File: src/rtl/shift_rotate_chain.sv
// Shift/rotate register chain: DEPTH stages of WIDTH-bit data, each with a
// valid bit. It supports hold, shift, broadcast and rotate modes, a parallel
// load, a rotation-wrap pulse and a registered occupancy count.

package shift_rotate_chain_pkg;
    typedef enum logic [1:0] {
        MODE_HOLD  = 2'b00,
        MODE_SHIFT = 2'b01,
        MODE_BCAST = 2'b10,
        MODE_ROT   = 2'b11
    } mode_t;
endpackage

// One chain stage. The parent supplies the shift source and the rotate
// source, so stage 0 can take din on a shift and the last stage on a rotate.
// The next-state valid bit is exported so the parent can register occupancy
// on the same edge as the valid bits.
module shift_rotate_stage
    import shift_rotate_chain_pkg::*;
#(
    parameter int               WIDTH   = 32,
    parameter logic [WIDTH-1:0] RST_VAL = '0
) (
    input  logic             clk,
    input  logic             rst,
    input  logic             en,
    input  logic             load,
    input  mode_t            mode,
    input  logic [WIDTH-1:0] load_val,
    input  logic [WIDTH-1:0] din,
    input  logic             din_valid,
    input  logic [WIDTH-1:0] shift_val,
    input  logic             shift_vld,
    input  logic [WIDTH-1:0] rot_val,
    input  logic             rot_vld,
    output logic [WIDTH-1:0] q,
    output logic             vld,
    output logic             nxt_vld
);

    logic [WIDTH-1:0] nxt_q;

    // Select the next stage value. Load wins over mode, and en=0 freezes the stage.
    always_comb begin
        nxt_q   = q;
        nxt_vld = vld;
        if (en) begin
            if (load) begin
                nxt_q   = load_val;
                nxt_vld = 1'b1;
            end else begin
                unique case (mode)
                    MODE_SHIFT: begin
                        nxt_q   = shift_val;
                        nxt_vld = shift_vld;
                    end
                    MODE_BCAST: begin
                        nxt_q   = din;
                        nxt_vld = din_valid;
                    end
                    MODE_ROT: begin
                        nxt_q   = rot_val;
                        nxt_vld = rot_vld;
                    end
                    default: begin
                        nxt_q   = q;
                        nxt_vld = vld;
                    end
                endcase
            end
        end
    end

    // Stage register. Reset restores the per-stage seed and clears valid.
    always_ff @(posedge clk) begin
        if (rst) begin
            q   <= RST_VAL;
            vld <= 1'b0;
        end else begin
            q   <= nxt_q;
            vld <= nxt_vld;
        end
    end

endmodule

// Top level: an array of stages plus the rotation counter, the wrap pulse
// and the occupancy register.
module shift_rotate_chain
    import shift_rotate_chain_pkg::*;
#(
    parameter int WIDTH     = 32,
    parameter int DEPTH     = 3,
    parameter int RESET_SEQ = 1
) (
    input  logic                       clk,
    input  logic                       rst,
    input  logic                       en,
    input  logic [1:0]                 mode,
    input  logic [WIDTH-1:0]           din,
    input  logic                       din_valid,
    input  logic                       load,
    input  logic [DEPTH*WIDTH-1:0]     load_data,
    output logic [DEPTH*WIDTH-1:0]     stages,
    output logic [WIDTH-1:0]           dout,
    output logic                       dout_valid,
    output logic [$clog2(DEPTH+1)-1:0] occupancy,
    output logic                       rot_wrap
);

    localparam int CW = $clog2(DEPTH);
    localparam int OW = $clog2(DEPTH+1);
    localparam logic [CW-1:0] LAST = CW'(DEPTH-1);

    mode_t                        mode_e;
    logic [DEPTH-1:0][WIDTH-1:0]  q;
    logic [DEPTH-1:0]             vld;
    logic [DEPTH-1:0]             nxt_vld;
    logic [DEPTH-1:0][WIDTH-1:0]  ld;
    logic [CW-1:0]                rot_cnt, rot_cnt_nxt;
    logic                         wrap_nxt;
    logic [OW-1:0]                occ_nxt;

    assign mode_e = mode_t'(mode);
    assign ld     = load_data;

    // Every stage updates from pre-edge neighbour values. Stage 0 shifts in
    // din and rotates in the last stage.
    for (genvar i = 0; i < DEPTH; i++) begin : g_stage
        localparam logic [WIDTH-1:0] RV = (RESET_SEQ != 0) ? WIDTH'(i+1) : '0;
        localparam int PREV = (i == 0) ? DEPTH-1 : i-1;

        logic [WIDTH-1:0] shift_val;
        logic             shift_vld;

        if (i == 0) begin : g_head
            assign shift_val = din;
            assign shift_vld = din_valid;
        end else begin : g_body
            assign shift_val = q[PREV];
            assign shift_vld = vld[PREV];
        end

        shift_rotate_stage #(
            .WIDTH   (WIDTH),
            .RST_VAL (RV)
        ) u_stage (
            .clk       (clk),
            .rst       (rst),
            .en        (en),
            .load      (load),
            .mode      (mode_e),
            .load_val  (ld[i]),
            .din       (din),
            .din_valid (din_valid),
            .shift_val (shift_val),
            .shift_vld (shift_vld),
            .rot_val   (q[PREV]),
            .rot_vld   (vld[PREV]),
            .q         (q[i]),
            .vld       (vld[i]),
            .nxt_vld   (nxt_vld[i])
        );
    end

    // The rotation counter advances on each rotate and clears on any other
    // enabled update. Wrap fires when it steps past the last stage.
    always_comb begin
        rot_cnt_nxt = rot_cnt;
        wrap_nxt    = 1'b0;
        if (en) begin
            if (!load && mode_e == MODE_ROT) begin
                if (rot_cnt == LAST) begin
                    rot_cnt_nxt = '0;
                    wrap_nxt    = 1'b1;
                end else begin
                    rot_cnt_nxt = rot_cnt + 1'b1;
                end
            end else begin
                rot_cnt_nxt = '0;
            end
        end
    end

    // Occupancy is the popcount of the valid bits being registered this
    // edge, so the registered count always matches the registered valids.
    always_comb begin
        occ_nxt = '0;
        for (int i = 0; i < DEPTH; i++)
            occ_nxt = occ_nxt + OW'(nxt_vld[i]);
    end

    // Chain-level control state.
    always_ff @(posedge clk) begin
        if (rst) begin
            rot_cnt   <= '0;
            rot_wrap  <= 1'b0;
            occupancy <= '0;
        end else begin
            rot_cnt   <= rot_cnt_nxt;
            rot_wrap  <= wrap_nxt;
            occupancy <= occ_nxt;
        end
    end

    assign stages     = q;
    assign dout       = q[DEPTH-1];
    assign dout_valid = vld[DEPTH-1];

endmodule

File: config.mk
export PLATFORM = sky130hd
export DESIGN_NAME = shift_rotate_chain
export DESIGN_NICKNAME = d
export VERILOG_FILES = /design/src/rtl/shift_rotate_chain.sv
export SDC_FILE = /design/constraint.sdc
export NUM_CORES = 1
export LEC_CHECK = 0
export BUFFER_PORTS_ARGS = -buffer_cell sky130_fd_sc_hd__buf_2
export CAP_MARGIN = 25
export CORE_ASPECT_RATIO = 0.6
export CORE_MARGIN = 2
export CORE_UTILIZATION = 45
export DETAILED_ROUTE_END_ITERATION = 8
export PLACE_DENSITY = 0.83
export SYNTH_ARGS = -nofsm -noshare
export SYNTH_HDL_FRONTEND = slang
export SYNTH_SLANG_ARGS = --single-unit
File: constraint.sdc
create_clock -name clk -period 7.1 [get_ports clk]
set_clock_uncertainty 0.15 [all_clocks]
set_input_delay 1.065 -clock clk [delete_from_list [all_inputs] [get_ports clk]]
set_output_delay 1.065 -clock clk [all_outputs]
set_load 0.02 [all_outputs]
Word level (Yosys, flattened, before mapping)
Cells that the tools add are included.
{"block": "word_totals", "output_inout_bits": 132, "inputBits": 135, "wordCells": 45, "regBits": 104}
{"block": "op_classes", "n_eq_ne": 4, "n_reduce_logical": 9, "bitwise": 2, "addsub": 3, "mux": 18}
{"cell": "one-hot mux 32 bit (2 select lines)", "n": 3}
{"cell": "two-way mux 32 bit", "n": 3}
{"cell": "two-way mux 1 bit", "n": 7}
{"cell": "equality test 2 bit (second input constant)", "n": 3}
{"cell": "one-hot mux 1 bit (2 select lines)", "n": 3}
{"cell": "nonzero test 3 bit", "n": 2}
{"cell": "two-way mux 2 bit", "n": 2}
{"cell": "AND reduction 2 bit", "n": 2}
{"cell": "OR reduction 2 bit", "n": 2}
{"cell": "OR reduction 3 bit", "n": 1}
{"cell": "adder 1 x 1 -> 2 bit", "n": 1}
{"cell": "adder 2 x 1 -> 2 bit", "n": 1}
{"cell": "adder 2 x 1 -> 2 bit (second input constant)", "n": 1}
{"cell": "equality test 2 x 1 -> 1 bit (second input constant)", "n": 1}
{"cell": "NOT 1 bit", "n": 2}
{"cell": "logical AND 1 bit", "n": 1}
{"cell": "zero test 1 bit", "n": 1}

Logic depth before layout (Yosys ltp)
{"block": "depth", "depth_word": 7, "depth_mapped": 9}

By module
From an unflattened synthesis, not the netlist that was laid out.
{"block": "hier_totals", "hier_cells": 771, "hier_area_um2": 6769.0}
{"module": "shift_rotate_stage at g_stage[0].u_stage ...", "seq_area_each_um2": 660.6, "cells_per_inst": 241, "area_per_inst_um2": 2099.5, "n_inst": 2}
{"module": "shift_rotate_stage at g_stage[2].u_stage", "seq_area_each_um2": 660.6, "cells_per_inst": 241, "area_per_inst_um2": 2138.3, "n_inst": 1}
{"module": "shift_rotate_chain", "seq_area_each_um2": 100.1, "cells_per_inst": 48, "area_per_inst_um2": 431.7, "n_inst": 1}

Worst setup path before layout
OpenSTA, ideal clock, no wires.
{"block": "synth_path", "path_type": "input to register", "startpoint": "in mode[0]", "endpoint": "reg occupancy[0]", "t_required_ps": 6884, "stages": 9, "path_buffers": 2, "path_slack_ps": 3991, "t_arrival_ps": 2893, "path_cell_list": "clkbuf_1 > buf_2 > inv_1 > ha_1 > nand2b_1 > a221oi_1 > a2bb2oi_1 > fa_1 > nor2_1"}
{"block": "synth_between", "elab_chain_cells": 7, "elab_cells_between_ends": 16, "cone_classes": "add/sub (2); eq/ne (3); mux (9); reduce/logical (2)"}
{"item": "start, declared", "line": "99", "rtl": "input logic [1:0] mode,"}
{"item": "equality test 2 x 1 -> 1 bit or equality test 2 bit (tied branches)", "line": "52", "rtl": "unique case (mode)"}
{"item": "OR reduction 2 bit (no line)"}
{"item": "one-hot mux 1 bit (2 select lines)", "line": "52"}
{"item": "two-way mux 1 bit", "line": "48", "rtl": "if (load) begin"}
{"item": "two-way mux 1 bit", "line": "47", "rtl": "if (en) begin"}
{"item": "adder 1 x 1 -> 2 bit", "line": "190", "rtl": "occ_nxt = occ_nxt + OW'(nxt_vld[i]);"}
{"item": "adder 2 x 1 -> 2 bit *", "line": "190"}
{"item": "end signal, assigned", "line": "202", "rtl": "occupancy <= occ_nxt;"}
{"item": "end, declared", "line": "107", "rtl": "output logic [$clog2(DEPTH+1)-1:0] occupancy,"}
Mark *: on every way between the ends. The rest lies on a longest branch, timed or not.
A chain may end at the register's enable or synchronous reset.

Final worst setup path
{"block": "layout_path", "startpoint": "in mode[0]", "endpoint": "reg g_stage[2].u_stage.q[8]"}
{"block": "layout_between", "elab_chain_cells": 4, "elab_cells_between_ends": 8, "cone_classes": "eq/ne (3); mux (2); reduce/logical (3)"}
{"item": "equality test 2 bit or equality test 2 x 1 -> 1 bit (tied branches)", "line": "52"}
{"item": "OR reduction 2 bit (no line)"}
{"item": "one-hot mux 32 bit (2 select lines) or nonzero test 3 bit (tied branches)"}
{"item": "two-way mux 32 bit or AND reduction 2 bit (tied branches)"}
{"item": "end signal, assigned", "line": "80", "rtl": "q <= nxt_q;"}
{"item": "end, declared", "line": "36", "rtl": "output logic [WIDTH-1:0] q,"}
Several ways; a longest one is shown, not always the timed one.

==> impl_summary.md <==
Run status
The flow ran to the end, and the final reports show no timing, DRC or antenna violations.

Power and ir drop
For this design the static power due to leakage is 3.33 nW. The peak supply drop is 0.000120 V. For this design the ratio of total power to cell area is 217 nW/um2. The total chip power is 1.55 mW.

CTS
The later-pin clock latency in the skew report is 0.34 ns. For this design, the sink count on the clock tree is 104. The post-cts hold buffer count is 0. The CTS root buffer is clkbuf_16. No sink is reached through more buffers than the 2 on the longest clock path.

The number of buffers added by the clock tree synthesis step is 9. Clock-pin slew was measured on the worst setup and hold paths at 0.07 ns. The count of instances resized after the clock tree is built is 0. In this run the post-CTS setup repair buffer count came out at 0.

The deepest level of the CTS H-tree is 3. TritonCTS built the clock tree.

Synthesis
After synthesis the netlist holds a flip-flop and latch count of 104. The most common flop cell mapped by yosys is dfxtp_1. The area share of the largest cell type after synthesis is 35.9%. The synthesized design contains 0 enable-type register cells. Ranked by total cell area, the synthesized netlist is headed by dfxtp_1 36%, mux2i_1 8.8%, a22o_1 7.5%.

In this run, distinct cell masters in the synthesized netlist total 33. The leading area contributor after synthesis is dfxtp_1. The cell count after synthesis is 658.

The synthesized net count is 798. The cell area after technology mapping is 5800 um2. The sequential cell area fraction in the yosys report is 35.9%. Counting flops with an async set or reset pin after synthesis yields a share of 0%. The number of warnings issued by yosys is 0. After synthesis, the mean cell area works out to 8.82 um2.

STA
The max-slew violation count is 0. The highest achievable clock rate is 0.242 GHz. The final-layout setup total negative slack is 0 ns. Setup repair after global routing left no endpoint under its margin. The final-report setup violation count is 0. The portion of the clock cycle consumed by the worst path in the final layout is 58.1%.

The number of hold-slack violations in the final timing report is 0. Measured against its own limit, the worst slew margin works out to 37.7%. The worst path needs 4.13 ns of the cycle, external delays included. At the pin with the least slew margin, the transition time is 0.932 ns.

Final layout
The count of filler cells inserted in the layout is 1214. Registers take 2080 um2. In the final layout, the multi-input gates occupy 3130 um2. Cells fill 56.1% of the core in the end. Compared with the post-synthesis result, the final layout area differs by 23.1%.

The ratio of cells with drive above 1 in the final layout is 34.9%. The number of nets in the final layout is 984.

Detailed routing
For this run, the detailed router's first-pass iteration total came to 5. The first routing iteration left 363 violations. The mean number of vias per cell is 5.69. The total wirelength of the detailed-routed design is 17800 um. After detailed routing, the number of remaining DRC violations is 0. In the final routed layout, each cell accounts on average for 17.5 um.

The number of nets with antenna violations after routing is 0. The routed layout has 5797 vias.

GRT
In the global route stage, overall resource usage came out at 25.1%. The total overflow left after global routing is 0. Entering global routing, the biggest net connects 143 pins.

The number of antenna violations at the first check in global routing came to 1. The first global-routing pass estimated 27700 um of wire. The number of global-route vias before repair is 5335.

Floorplanning
267 I/O pins were placed. The total core area is 12700 um2. The floorplan has 32 rows. The effective utilization at floorplan is 45.6%. The floorplan step defined a die boundary enclosing 13800 um2. From bottom edge to top edge, the die measures 92.0 um. The horizontal die dimension is 151 um.

Flow run
The number of max-capacitance violations reported is 0.

Worst setup path
The worst register-to-register path has a depth of 4. Of all nets on the critical path, the largest fanout is 44. The endpoint arrival time on the critical path is 4.20 ns. In this run the critical register-to-register path is captured at occupancy[0]. For flop-to-flop paths, the worst setup slack is 5.47 ns. The sort of element at the start of the critical path is an input pin. The kind of end point of the critical path is a register.

STA puts the critical path data required time at 7.18 ns. The critical setup path kind is in2reg. The origin of the critical flop-to-flop path is g_stage[2].u_stage.vld.

Place
During placement, the flow inserted port buffers numbering 266. At the end of routability-driven placement, the weighted congestion stood at 0.853. After legalization and detailed placement, the total HPWL measured 12300 um.

Hold path
The worst hold path terminates at g_stage[1].u_stage.q[26]. The tightest min-delay check is of the reg2reg type. The cell depth of the worst hold path is 1. The origin of the worst min-delay path is g_stage[1].u_stage.q[26].
-- cell usage in the layout (no fill, tap or decap), drive strengths merged --
master    netlist  final
a22o           50     50
nand4           1      1
and2b           1      1
a211oi          5      5
o21a            1      1
nor3b           1      1
clkinv          0      1
buf            77    272
a32o           43     43
a211o           2      2
o21ai          51     51
bufinv          0      1
clkinvlp        0      1
or3            24     24
o41ai           1      1
a21oi          25     25
inv             7      9
fa              1      1
diode           0      1
nor3           13     13
clkbuf         20     10
ha              4      4
nor4           32     32
dfxtp         104    104
mux2i          51     51
nor2b           7      7
a2bb2oi         2      2
nor2           28     28
or2             1      1
a221oi          5      5
nand2          51     51
nand2b         46     46
and4b           1      1
o31ai           3      3
-- final cells by class --
class,count,share of cell area (%)
diodes,1,0.0350
clock buffers,10,3.35
repair buffers,272,19.4
well taps,170,2.98
multi-input cells,450,43.9
flip-flops and latches,104,29.2
inverters,7,0.368
clock inverters,5,0.893
-- Yosys cell counts (2+ instances only) --
library cell	instances
dfxtp_1	104
o21ai_0	51
a221oi_1	5
nor4_1	31
o31ai_1	3
nor2_1	28
a21oi_1	25
ha_1	4
a211o_1	2
clkbuf_1	20
nor2b_1	7
nand2b_1	46
buf_6	6
buf_4	39
buf_2	32
inv_1	7
a22o_1	50
a2bb2oi_1	2
or3_1	24
mux2i_1	51
a211oi_1	5
nand2_1	51
nor3_1	13
a32o_1	43
-- worst max-delay path, cell delays in order --
cell	delay, ns
buf_2	0.63
ha_4	0.53
buf_4	0.59
o41ai_4	0.20
and2b_2	0.48
buf_4	0.36
a22o_1	0.28
-- stage by stage --
stage / setup slack, ns / hold WS, ns / area [um2] / std cells
after CTS: 3.01 / 0.334 / 7140 / 1018
after detailed placement: 2.64 / 0.318 / 6840 / 1003
final: 2.97 / 0.336 / 7140 / 1019
after global placement: 2.72 / 0.312 / 6840 / 1003
after floorplan: 3.99 / 0.305 / 5800 / 658
after global routing: 2.78 / 0.343 / 7140 / 1018
-- registers in the layout (all words and copies together) (netlist names) --
name / cells
g_stage.u_stage.q: 96
g_stage.u_stage.vld: 3
occupancy: 2
rot_cnt: 2
rot_wrap: 1
-- per-layer routing --
metal | global-route usage (%) | up-vias | share of wire [%]
met1 | 36.1 | 2702 | 47
li1 | - | 2790 | -
met3 | 5.12 | 22 | 7.9
met4 | 6.39 | 0 | 1.2
met2 | 38.2 | 283 | 44
met5 | 0 | - | 0
-- report_power, final --
part	switching [mW]	leakage, nW	total (mW)	internal (mW)
clock	0.227	0.146	0.512	0.285
sequential	0.0375	0.855	0.665	0.627
combinational	0.225	2.33	0.373	0.147
total	0.490	3.33	1.55	1.06
-- kinds of logic after synthesis --
| kind of cell | share of synthesized area [%] |
|---|---|
| flops | 35.9 |
| fa+ha+maj | 1.21 |
| buf+inv | 10.7 |
| compound gates | 24.5 |
| simple gates | 18.9 |
| mux | 8.80 |
-- worst max path at each step --
| stage | from | endpoint | slack, ns | depth (start not counted) |
|---|---|---|---|---|
| floorplan | mode[0] | occupancy[0] | 3.99 | 9 |
| global placement | mode[0] | g_stage[2].u_stage.q[15] | 2.72 | 7 |
| detailed placement | mode[0] | g_stage[2].u_stage.q[8] | 2.64 | 7 |
| CTS | mode[0] | g_stage[2].u_stage.q[8] | 3.01 | 7 |
| global route | mode[0] | g_stage[2].u_stage.q[14] | 2.78 | 7 |
| finish | mode[0] | g_stage[2].u_stage.q[8] | 2.97 | 7 |
(Power assumes the default switching activity.)
